==> src/rtl/sensor_frame_uart_tx_if.sv <==
// Bundles the payload handshake and UART-side status signals of
// sensor_frame_uart_tx so the producer and the transmitter connect through
// one port.
interface sensor_frame_uart_tx_if;
  logic [101:0] sensor_iterations;
  logic         data_avl;
  logic         tx;
  logic         busy;
  logic [7:0]   frames_dropped;

  // Producer side: drives the payload strobe and observes line status.
  modport master (
    output sensor_iterations,
    output data_avl,
    input  tx,
    input  busy,
    input  frames_dropped
  );

  // Transmitter side.
  modport slave (
    input  sensor_iterations,
    input  data_avl,
    output tx,
    output busy,
    output frames_dropped
  );
endinterface

==> src/rtl/sensor_frame_uart_tx.sv <==
// sensor_frame_uart_tx: serialises a 102-bit sensor word into a 15-byte
// 8N1 UART frame (SYNC, P0..P12, XOR checksum). One pending frame can wait
// behind the frame on the line; overwriting it bumps a saturating counter.
module sensor_frame_uart_tx #(
  parameter int          CLKS_PER_BIT = 625,
  parameter logic [7:0]  SYNC_BYTE    = 8'hA5
) (
  input  logic                 clk_72MHz,
  input  logic                 reset,
  sensor_frame_uart_tx_if.slave sif
);

  localparam int             TW         = (CLKS_PER_BIT > 1) ? $clog2(CLKS_PER_BIT) : 1;
  localparam logic [TW-1:0]  TIMER_LAST = TW'(CLKS_PER_BIT - 1);
  localparam logic [3:0]     LAST_BYTE  = 4'd14;

  typedef enum logic [1:0] {IDLE, START, DATA, STOP} state_t;

  state_t         state_reg, state_next;
  logic [TW-1:0]  timer_reg, timer_next;
  logic [2:0]     bit_idx_reg, bit_idx_next;
  logic [3:0]     byte_idx_reg, byte_idx_next;
  logic [7:0]     shift_reg, shift_next;
  logic [103:0]   active_reg, active_next;
  logic [7:0]     chk_reg, chk_next;
  logic [103:0]   pend_reg, pend_next;
  logic           pend_valid_reg, pend_valid_next;
  logic [7:0]     dropped_reg, dropped_next;
  logic           tx_reg, tx_next;

  logic           bit_end;
  logic           start_frame;
  logic           promote;
  logic           direct_start;
  logic           drop_inc;
  logic [103:0]   start_payload;
  logic [103:0]   in_payload;

  assign in_payload = {2'b00, sif.sensor_iterations};

  // State and datapath registers; reset aborts any frame in flight.
  always_ff @(posedge clk_72MHz or posedge reset) begin
    if (reset) begin
      state_reg      <= IDLE;
      timer_reg      <= '0;
      bit_idx_reg    <= '0;
      byte_idx_reg   <= '0;
      shift_reg      <= '0;
      active_reg     <= '0;
      chk_reg        <= '0;
      pend_reg       <= '0;
      pend_valid_reg <= 1'b0;
      dropped_reg    <= '0;
      tx_reg         <= 1'b1;
    end else begin
      state_reg      <= state_next;
      timer_reg      <= timer_next;
      bit_idx_reg    <= bit_idx_next;
      byte_idx_reg   <= byte_idx_next;
      shift_reg      <= shift_next;
      active_reg     <= active_next;
      chk_reg        <= chk_next;
      pend_reg       <= pend_next;
      pend_valid_reg <= pend_valid_next;
      dropped_reg    <= dropped_next;
      tx_reg         <= tx_next;
    end
  end

  // Next-state logic: bit timing, byte sequencing, pending slot and line level.
  always_comb begin
    state_next      = state_reg;
    timer_next      = timer_reg;
    bit_idx_next    = bit_idx_reg;
    byte_idx_next   = byte_idx_reg;
    shift_next      = shift_reg;
    active_next     = active_reg;
    chk_next        = chk_reg;
    pend_next       = pend_reg;
    pend_valid_next = pend_valid_reg;
    dropped_next    = dropped_reg;
    tx_next         = 1'b1;
    start_frame     = 1'b0;
    promote         = 1'b0;
    drop_inc        = 1'b0;
    start_payload   = in_payload;
    bit_end         = (timer_reg == TIMER_LAST);

    case (state_reg)
      IDLE: begin
        if (sif.data_avl) start_frame = 1'b1;
      end
      START: begin
        if (bit_end) begin
          timer_next   = '0;
          bit_idx_next = '0;
          state_next   = DATA;
        end else begin
          timer_next = timer_reg + TW'(1);
        end
      end
      DATA: begin
        if (bit_end) begin
          timer_next = '0;
          shift_next = shift_reg >> 1;
          if (bit_idx_reg == 3'd7) state_next = STOP;
          else                     bit_idx_next = bit_idx_reg + 3'd1;
        end else begin
          timer_next = timer_reg + TW'(1);
        end
      end
      STOP: begin
        if (bit_end) begin
          timer_next = '0;
          if (byte_idx_reg != LAST_BYTE) begin
            byte_idx_next = byte_idx_reg + 4'd1;
            state_next    = START;
            if (byte_idx_reg == LAST_BYTE - 4'd1) begin
              shift_next = chk_reg;
            end else begin
              // Payload bytes leave MSB-first, so peel the top byte off.
              shift_next  = active_reg[103:96];
              active_next = active_reg << 8;
              chk_next    = chk_reg ^ active_reg[103:96];
            end
          end else if (pend_valid_reg) begin
            promote       = 1'b1;
            start_frame   = 1'b1;
            start_payload = pend_reg;
          end else if (sif.data_avl) begin
            // A strobe in the very last cycle goes straight out with no gap.
            start_frame = 1'b1;
          end else begin
            state_next = IDLE;
          end
        end else begin
          timer_next = timer_reg + TW'(1);
        end
      end
      default: state_next = IDLE;
    endcase

    if (start_frame) begin
      state_next    = START;
      active_next   = start_payload;
      chk_next      = '0;
      byte_idx_next = '0;
      bit_idx_next  = '0;
      timer_next    = '0;
      shift_next    = SYNC_BYTE;
    end

    // Pending slot: a promotion frees it in the same cycle a new strobe may fill it.
    direct_start = start_frame && !promote;
    if (promote) pend_valid_next = 1'b0;
    if (sif.data_avl && !direct_start) begin
      pend_next = in_payload;
      if (pend_valid_reg && !promote) drop_inc = 1'b1;
      else                            pend_valid_next = 1'b1;
    end
    if (drop_inc && dropped_reg != 8'hFF) dropped_next = dropped_reg + 8'd1;

    case (state_next)
      START:   tx_next = 1'b0;
      DATA:    tx_next = shift_next[0];
      default: tx_next = 1'b1;
    endcase
  end

  assign sif.tx             = tx_reg;
  assign sif.busy           = (state_reg != IDLE) | pend_valid_reg;
  assign sif.frames_dropped = dropped_reg;

endmodule
==> src/flat_wrapper.sv <==
// flat-port wrapper written by rule: the top's interface ports become plain ports
module sensor_frame_uart_tx_flat 
#(
  parameter int          CLKS_PER_BIT = 625,
  parameter logic [7:0]  SYNC_BYTE    = 8'hA5
)
  (clk_72MHz, reset, sif_sensor_iterations, sif_data_avl, sif_tx, sif_busy, sif_frames_dropped);
  sensor_frame_uart_tx_if sif_i ();
  input  logic clk_72MHz;
  input  logic reset;
  input wire logic [$bits(sif_i.sensor_iterations)-1:0] sif_sensor_iterations;
  input wire logic [$bits(sif_i.data_avl)-1:0] sif_data_avl;
  output wire logic [$bits(sif_i.tx)-1:0] sif_tx;
  output wire logic [$bits(sif_i.busy)-1:0] sif_busy;
  output wire logic [$bits(sif_i.frames_dropped)-1:0] sif_frames_dropped;
  assign sif_i.sensor_iterations = sif_sensor_iterations;
  assign sif_i.data_avl = sif_data_avl;
  assign sif_tx = sif_i.tx;
  assign sif_busy = sif_i.busy;
  assign sif_frames_dropped = sif_i.frames_dropped;
  sensor_frame_uart_tx #(.CLKS_PER_BIT(CLKS_PER_BIT), .SYNC_BYTE(SYNC_BYTE)) u_core (.clk_72MHz(clk_72MHz), .reset(reset), .sif(sif_i));
endmodule
==> config.mk <==
export PLATFORM = sky130hd
export DESIGN_NAME = sensor_frame_uart_tx_flat
export DESIGN_NICKNAME = d
export VERILOG_FILES = /design/src/rtl/sensor_frame_uart_tx_if.sv /design/src/rtl/sensor_frame_uart_tx.sv /design/src/flat_wrapper.sv
export SDC_FILE = /design/constraint.sdc
export NUM_CORES = 1
export LEC_CHECK = 0
export ABC_AREA = 1
export ABC_CLOCK_PERIOD_IN_PS = 18760
export BUFFER_PORTS_ARGS = -buffer_cell sky130_fd_sc_hd__buf_2
export CAP_MARGIN = 5
export CORE_MARGIN = 10
export CORE_UTILIZATION = 49
export DETAILED_ROUTE_END_ITERATION = 7
export PLACE_DENSITY = 0.64
export SYNTH_ARGS = -nofsm -noshare
export SYNTH_HDL_FRONTEND = slang
export SYNTH_SLANG_ARGS = --single-unit
==> constraint.sdc <==
create_clock -name clk_72MHz -period 18.76 [get_ports clk_72MHz]
set_input_delay 1.876 -clock clk_72MHz [delete_from_list [all_inputs] [get_ports clk_72MHz]]
set_output_delay 1.876 -clock clk_72MHz [all_outputs]
set_load 0.005 [all_outputs]
# Word level (Yosys, flattened, before mapping)
# Cells that the tools add are included.
# totals
inputBits	105
ff_bits	251
output_inout_bits	10
elab_cells	109
# classes
muxes	56
reduce_logical	19
add_sub_neg	4
eq_ne	16
bitwise_logic	2
# op_table
cell	n
2-to-1 mux 104 bit	8
2-to-1 mux 102 bit	1
2-to-1 mux 8 bit	10
2-to-1 mux 10 bit	3
2-to-1 mux 2 bit	8
2-to-1 mux 4 bit	4
case mux 8 bit (2 select lines)	1
2-to-1 mux 1 bit	13
2-to-1 mux 3 bit	4
!= test 3 x 1 -> 1 bit, second input constant	4
AND reduction 4 bit	3
adder 10 x 1 -> 10 bit, second input constant	1
equality test 10 bit, second input constant	1
nonzero test 2 bit	5
adder 8 x 1 -> 8 bit, second input constant	1
!= test 8 bit, second input constant	1
bitwise XOR 8 bit	1
equality test 2 bit, second input constant	3
case mux 2 bit (3 select lines)	1
case mux 3 bit (2 select lines)	1
nonzero test 3 bit	2
adder 4 x 1 -> 4 bit, second input constant	1
equality test 2 x 1 -> 1 bit, second input constant	2
equality test 4 bit, second input constant	1
other kinds (12)	17

# Depth between registers and ports, before layout
# depth
word_depth	10
depth_mapped	15
ltp_nobuf	14

# Worst setup path before layout
# OpenSTA, ideal clock, no wires.
# synth_path
path_kind	input port to flip-flop
from	in sif_data_avl
to	reg u_core.active_reg[27]
path_stages	10
slack_ns	15.621
arrival_time_ns	3.008
n_path_buf	2
required_time_ns	18.629
setup_ns	0.131
path_cell_list	nor2_1 -> nor2_1 -> nand2_2 -> nand2_1 -> nand2_2 -> buf_2 -> clkbuf_1 -> o21ai_0 -> o21ai_0 -> o21ai_0
# synth_between
elab_chain_cells	7
elab_cells_between_ends	11
cone_classes	eq/ne (1); mux (6); reduce/logical (4)
# synth_lines
element	line	rtl
from (decl)	flat_wrapper.sv:12	input wire logic [$bits(sif_i.data_avl)-1:0] sif_data_avl;
2-to-1 mux 1 bit *	sensor_frame_uart_tx.sv:91, sensor_frame_uart_tx.sv:130	
2-to-1 mux 1 bit	sensor_frame_uart_tx.sv:126	end else if (pend_valid_reg) begin
2-to-1 mux 1 bit	sensor_frame_uart_tx.sv:115	if (byte_idx_reg != LAST_BYTE) begin
2-to-1 mux 1 bit	sensor_frame_uart_tx.sv:113	if (bit_end) begin
case mux 1 bit (2 select lines) *	sensor_frame_uart_tx.sv:89	case (state_reg)
!= test 2 x 1 -> 1 bit (no line) or nonzero test 2 bit (tied branches)	-	
AND reduction 4 bit (no line)	-	
to (signal assigned)	sensor_frame_uart_tx.sv:61	active_reg <= active_next;
to (decl)	sensor_frame_uart_tx.sv:24	logic [103:0] active_reg, active_next;
# Every way passes the cells marked *; elsewhere a longest branch is shown, timed or not.
# A chain may end at the register's enable or synchronous reset.

# Final worst setup path
# layout_path
from	in sif_data_avl
to	reg u_core.pend_reg[36]
# layout_between
elab_chain_cells	8
# layout_lines
element	line	rtl
2-to-1 mux 1 bit	sensor_frame_uart_tx.sv:91, sensor_frame_uart_tx.sv:130	
2-to-1 mux 1 bit	sensor_frame_uart_tx.sv:126	
2-to-1 mux 1 bit	sensor_frame_uart_tx.sv:115	
2-to-1 mux 1 bit	sensor_frame_uart_tx.sv:113	
case mux 1 bit (2 select lines)	sensor_frame_uart_tx.sv:89	
logical AND 1 bit	sensor_frame_uart_tx.sv:154	direct_start = start_frame && !promote;
zero test 1 bit	sensor_frame_uart_tx.sv:156	if (sif.data_avl && !direct_start) begin
logical AND 1 bit *	sensor_frame_uart_tx.sv:156	
to (signal assigned)	sensor_frame_uart_tx.sv:63	pend_reg <= pend_next;
to (decl)	sensor_frame_uart_tx.sv:26	logic [103:0] pend_reg, pend_next;
# Marks and branches as above.

==> impl_summary.md <==
STA
The time the final worst path needs with I/O delays and setup is roughly 3.9 ns. The max-slew violation count came to 0. Setup repair after global routing left no endpoint under its margin. The actual slew at the worst max-slew pin is 1.093 ns. The accumulated negative setup slack is 0 ns. Headroom to the max-slew limit came out at 0.2716. Setup violations remaining at the end of the flow were counted as 0.

Clock skew on the completed layout was measured at about 0.023 ns. The peak clock frequency supported by timing is ~250 MHz. The share of the cycle needed by the critical path after routing is 0.2101.

The final hold violation count is 0.

Critical path
The worst path required time is between 15 and 20 ns. The worst register-to-register path has a depth of 11. By startpoint and endpoint, the worst setup path is classified as primary input to flip-flop.

Of all nets on the critical path, the largest fanout is between 100 and 150. The startpoint type of the worst setup path is a primary input. The arrival time of the worst setup path is between 4 and 5 ns.

The sort of element at the end of the critical path is a flip-flop. The register-to-register path setup slack is between 15 and 20 ns.

CTS
The clock reaches the later pin of the worst-skew pair after around 0.56 ns. The deepest clock path buffer count is 3. Buffers inserted to repair hold after CTS numbered 0. The post-CTS repair timing setup buffer count is 0. The TritonCTS sink count is around 250. Counting the buffers created by CTS gives 28. In this run the clock root is driven by a sky130_fd_sc_hd__clkbuf_16. The depth of the CTS H-tree is 1. The number of gates resized after CTS was 0. The clock slew seen by the registers of the worst setup and hold paths is ~0.060 ns. TritonCTS built the clock tree.

Synth
The synthesized netlist net count is ~1600. Measured against the total synthesized area, the mux share comes to 0. The most used flip-flop cell after synthesis is sky130_fd_sc_hd__dfrtp_1. The netlist area before placement is 12220 sq um. The number of flops mapped to enable cells by yosys is 0. The async set or reset register ratio after synthesis is 1.000.

Of the total synthesized cell area, the portion taken by full adders, half adders and majority gates is 0.01536. The gate count of the mapped netlist is between 1500 and 2000. Of the total synthesized cell area, the portion taken by XOR and XNOR cells is 0.007884. Counting flops and latches in the post-synthesis netlist gives around 250.

A synthesized cell averages slightly above 8 sq um. Counting distinct cell types in the post-synthesis netlist gives 31. The share of synthesized area occupied by flip-flops and latches is 0.5141.

The area share of and/or/nand/nor cells after synthesis is 0.1911. The largest family of logic cells by synthesized area is simple AND/OR/NAND/NOR gates. During synthesis, Yosys emitted a total of 0 warnings. The complex-gate fraction of the synthesized area is 0.1828.

Layout
The final net count is around 1700. The flip-flop count of the largest register after layout is about 100. The number of antenna diodes is 0. Fill cells in the final layout number ~2300. In the final layout, flip-flops and latches occupy approximately 6300 sq um.

Measured on the finished design, the core utilization comes to 0.5636. Of the cells placed in the final design, the portion with a size suffix greater than 1 is 0.1240. The area growth from synthesis to final layout is 12.82%. The area of the multi-input gates is about 4900 sq um.

Drt
The remaining routing DRC violations is 0. The remaining number of nets flagged by the antenna check after routing is 0. After detailed routing, the number of vias per cell comes to 5.217. The routed wire length is around 30000 um. After detailed routing, the average wire length per cell comes to between 15 and 20 um. The first-pass iteration count of the detailed router is 5. Detailed routing inserted a total of 10020 vias.

For this block, the initial DRC count from the detailed router was between 600 and 700.

Floorplanning
The die area is about 32000 sq um. The effective utilization at floorplan is 0.4995. The width of the die is ~180 um. The core area is approximately 24000 sq um. The total number of placement rows is between 50 and 60. Measured along the y axis, the die boundary spans 177.9 um. around 120 I/O pins were placed.

Job
Across the run, the number of max-cap violations was 0.

Place
The post-detailed-placement half-perimeter wirelength is approximately 19000 um. At the end of routability-driven placement, the weighted congestion stood at 0.8157. Buffers placed on the I/O ports in this run total approximately 110.

Min path
Counting instances, the worst hold path has a depth of 1. The tightest min-delay check is of the flip-flop to flip-flop type.

Global routing
The pin count of the biggest net entering global routing is approximately 120. The total routing usage reported by global routing is 0.1866. Summed over all layers, the global routing overflow is 0. The initial antenna violation count came to 0.

The via count of the first global-routing pass is just under 10000. The first-pass GRT wire length is 49340 um.

Status
The flow ran to the end, and the final reports show no timing, DRC or antenna violations.

Pwr
The worst vdd rail ir drop is between 0.00005 and 0.00006 V. The switching component of the power is a little under 0.3 mW. Of the total power, registers draw 0.487. The clock share of power is 0.452. The part of the total power dissipated in combinational logic is 0.061. The analysis attributes to cell leakage a power of slightly above 7 nW. The cell-internal power is 0.9043 mW. For this design the ratio of total power to cell area is 86.64 nW/um^2. Of the total power, the share spent switching nets is 0.2429.
[layout by cell type, fill, tap and decap left out, types with 3 or more instances in the layout]
master | netlist | routed
sky130_fd_sc_hd__buf_2 | 27 | 114
sky130_fd_sc_hd__ha_1 | 15 | 15
sky130_fd_sc_hd__nand2_1 | 370 | 369
sky130_fd_sc_hd__inv_2 | 4 | 4
sky130_fd_sc_hd__dfrtp_1 | 250 | 250
sky130_fd_sc_hd__clkinv_2 | 0 | 10
sky130_fd_sc_hd__xor2_1 | 8 | 8
sky130_fd_sc_hd__inv_1 | 167 | 165
sky130_fd_sc_hd__o211ai_1 | 51 | 51
sky130_fd_sc_hd__o21ai_0 | 247 | 247
sky130_fd_sc_hd__a21oi_1 | 50 | 50
sky130_fd_sc_hd__nor2_1 | 54 | 54
sky130_fd_sc_hd__clkinvlp_4 | 0 | 3
sky130_fd_sc_hd__buf_4 | 10 | 9
sky130_fd_sc_hd__nor3_1 | 6 | 6
sky130_fd_sc_hd__o21ai_1 | 68 | 68
sky130_fd_sc_hd__nand3_1 | 94 | 94
sky130_fd_sc_hd__nand4_1 | 17 | 17
sky130_fd_sc_hd__xnor2_1 | 3 | 3
sky130_fd_sc_hd__clkbuf_16 | 0 | 28
sky130_fd_sc_hd__clkbuf_8 | 0 | 9
sky130_fd_sc_hd__nor2_2 | 4 | 4
[stage by stage]
stage               hold WS [ns]  setup slack [ns]  cell area, sq um  total power [mW]  cells
finish                    0.4638             14.82             13790             1.194   1921
detailed placement        0.4547             14.25             12850            0.6662   1869
CTS                       0.4642             14.84             13790             1.205   1921
global route              0.4866             14.54             13790             1.241   1921
global placement          0.4463             14.37             12850            0.6646   1869
floorplan                 0.4281             9.986             12220            0.6360   1517
[per-layer routing]
metal  vias up  GRT usage  routed length, um
met5         -          0                  0
met3        41    0.02656               1174
li1       5086          -                  -
met4         0    0.04342                568
met1      4700     0.2500              13570
met2       194     0.3133              14040
[cells in the mapped netlist (2+ instances only)]
cell type                  instances  share of area
sky130_fd_sc_hd__o21ai_1          68          0.028
sky130_fd_sc_hd__a21oi_1          50          0.020
sky130_fd_sc_hd__nor2_1           54          0.017
sky130_fd_sc_hd__buf_6             2         0.0018
sky130_fd_sc_hd__buf_1             3        0.00092
sky130_fd_sc_hd__nand2_2           2         0.0010
sky130_fd_sc_hd__or2_2             2         0.0010
sky130_fd_sc_hd__o211ai_1         51          0.031
sky130_fd_sc_hd__dfrtp_1         250           0.51
sky130_fd_sc_hd__nand2_4           3         0.0028
sky130_fd_sc_hd__o21ai_0         247           0.10
sky130_fd_sc_hd__xnor2_1           3         0.0022
sky130_fd_sc_hd__nand2_1         370           0.11
sky130_fd_sc_hd__buf_2            27          0.011
sky130_fd_sc_hd__ha_1             15          0.015
sky130_fd_sc_hd__clkbuf_1         53          0.016
sky130_fd_sc_hd__buf_4            10         0.0061
sky130_fd_sc_hd__nand3_1          94          0.039
sky130_fd_sc_hd__nand4_1          17         0.0087
sky130_fd_sc_hd__inv_1           167          0.051
sky130_fd_sc_hd__inv_2             4         0.0012
sky130_fd_sc_hd__nor2_2            4         0.0020
sky130_fd_sc_hd__nor3_1            6         0.0025
sky130_fd_sc_hd__xor2_1            8         0.0057
[worst max-delay path, stage by stage]
cell and delay [ns]:
sky130_fd_sc_hd__buf_2 0.25, sky130_fd_sc_hd__nor2_1 0.09, sky130_fd_sc_hd__nor2_1 0.18, sky130_fd_sc_hd__nand2_2 0.10, sky130_fd_sc_hd__a21oi_4 0.19, sky130_fd_sc_hd__nand2_4 0.13
sky130_fd_sc_hd__nand2_8 0.48, sky130_fd_sc_hd__buf_4 0.78, sky130_fd_sc_hd__o21ai_0 0.20
[kinds of logic after synthesis]
family,count (synthesis)
AND/OR/NAND/NOR,556
flip-flops,251
buffers and inverters,266
adder cells (fa/ha/maj),15
XOR/XNOR,11
AO/OA/AOI/OAI,418
[final timing paths]
kind / start / to
worst max-delay path: sif_data_avl / u_core.pend_reg[36]$_DFFE_PP0P_
worst min-delay path: u_core.chk_reg[2]$_DFFE_PP0P_ / u_core.chk_reg[2]$_DFFE_PP0P_
worst max register to register: u_core.state_reg[0]$_DFF_PP0_ / u_core.pend_reg[36]$_DFFE_PP0P_
worst min register to register: u_core.chk_reg[2]$_DFFE_PP0P_ / u_core.chk_reg[2]$_DFFE_PP0P_
max in group asynchronous: reset / u_core.pend_reg[27]$_DFFE_PP0P_
min in group asynchronous: reset / u_core.pend_reg[10]$_DFFE_PP0P_
[area by class of cell]
class | count | share of cell area
inverters | 171 | 0.04729
flip-flops and latches | 251 | 0.4557
well taps | 324 | 0.02941
clock buffers | 38 | 0.06008
multi-input cells | 1000 | 0.3538
repair buffers | 123 | 0.04629
clock inverters | 14 | 0.007442
[power groups by stage]
stage	combinational, mW	sequential [mW]	clock (mW)
5_1_grt	0.0850	0.585	0.571
6_report	0.0730	0.582	0.539
2_1_floorplan	0.0473	0.589	0
3_3_place_gp	0.0738	0.591	0
4_1_cts	0.0750	0.582	0.549
3_5_place_dp	0.0749	0.591	0
Power figures use the tool's default switching activity.
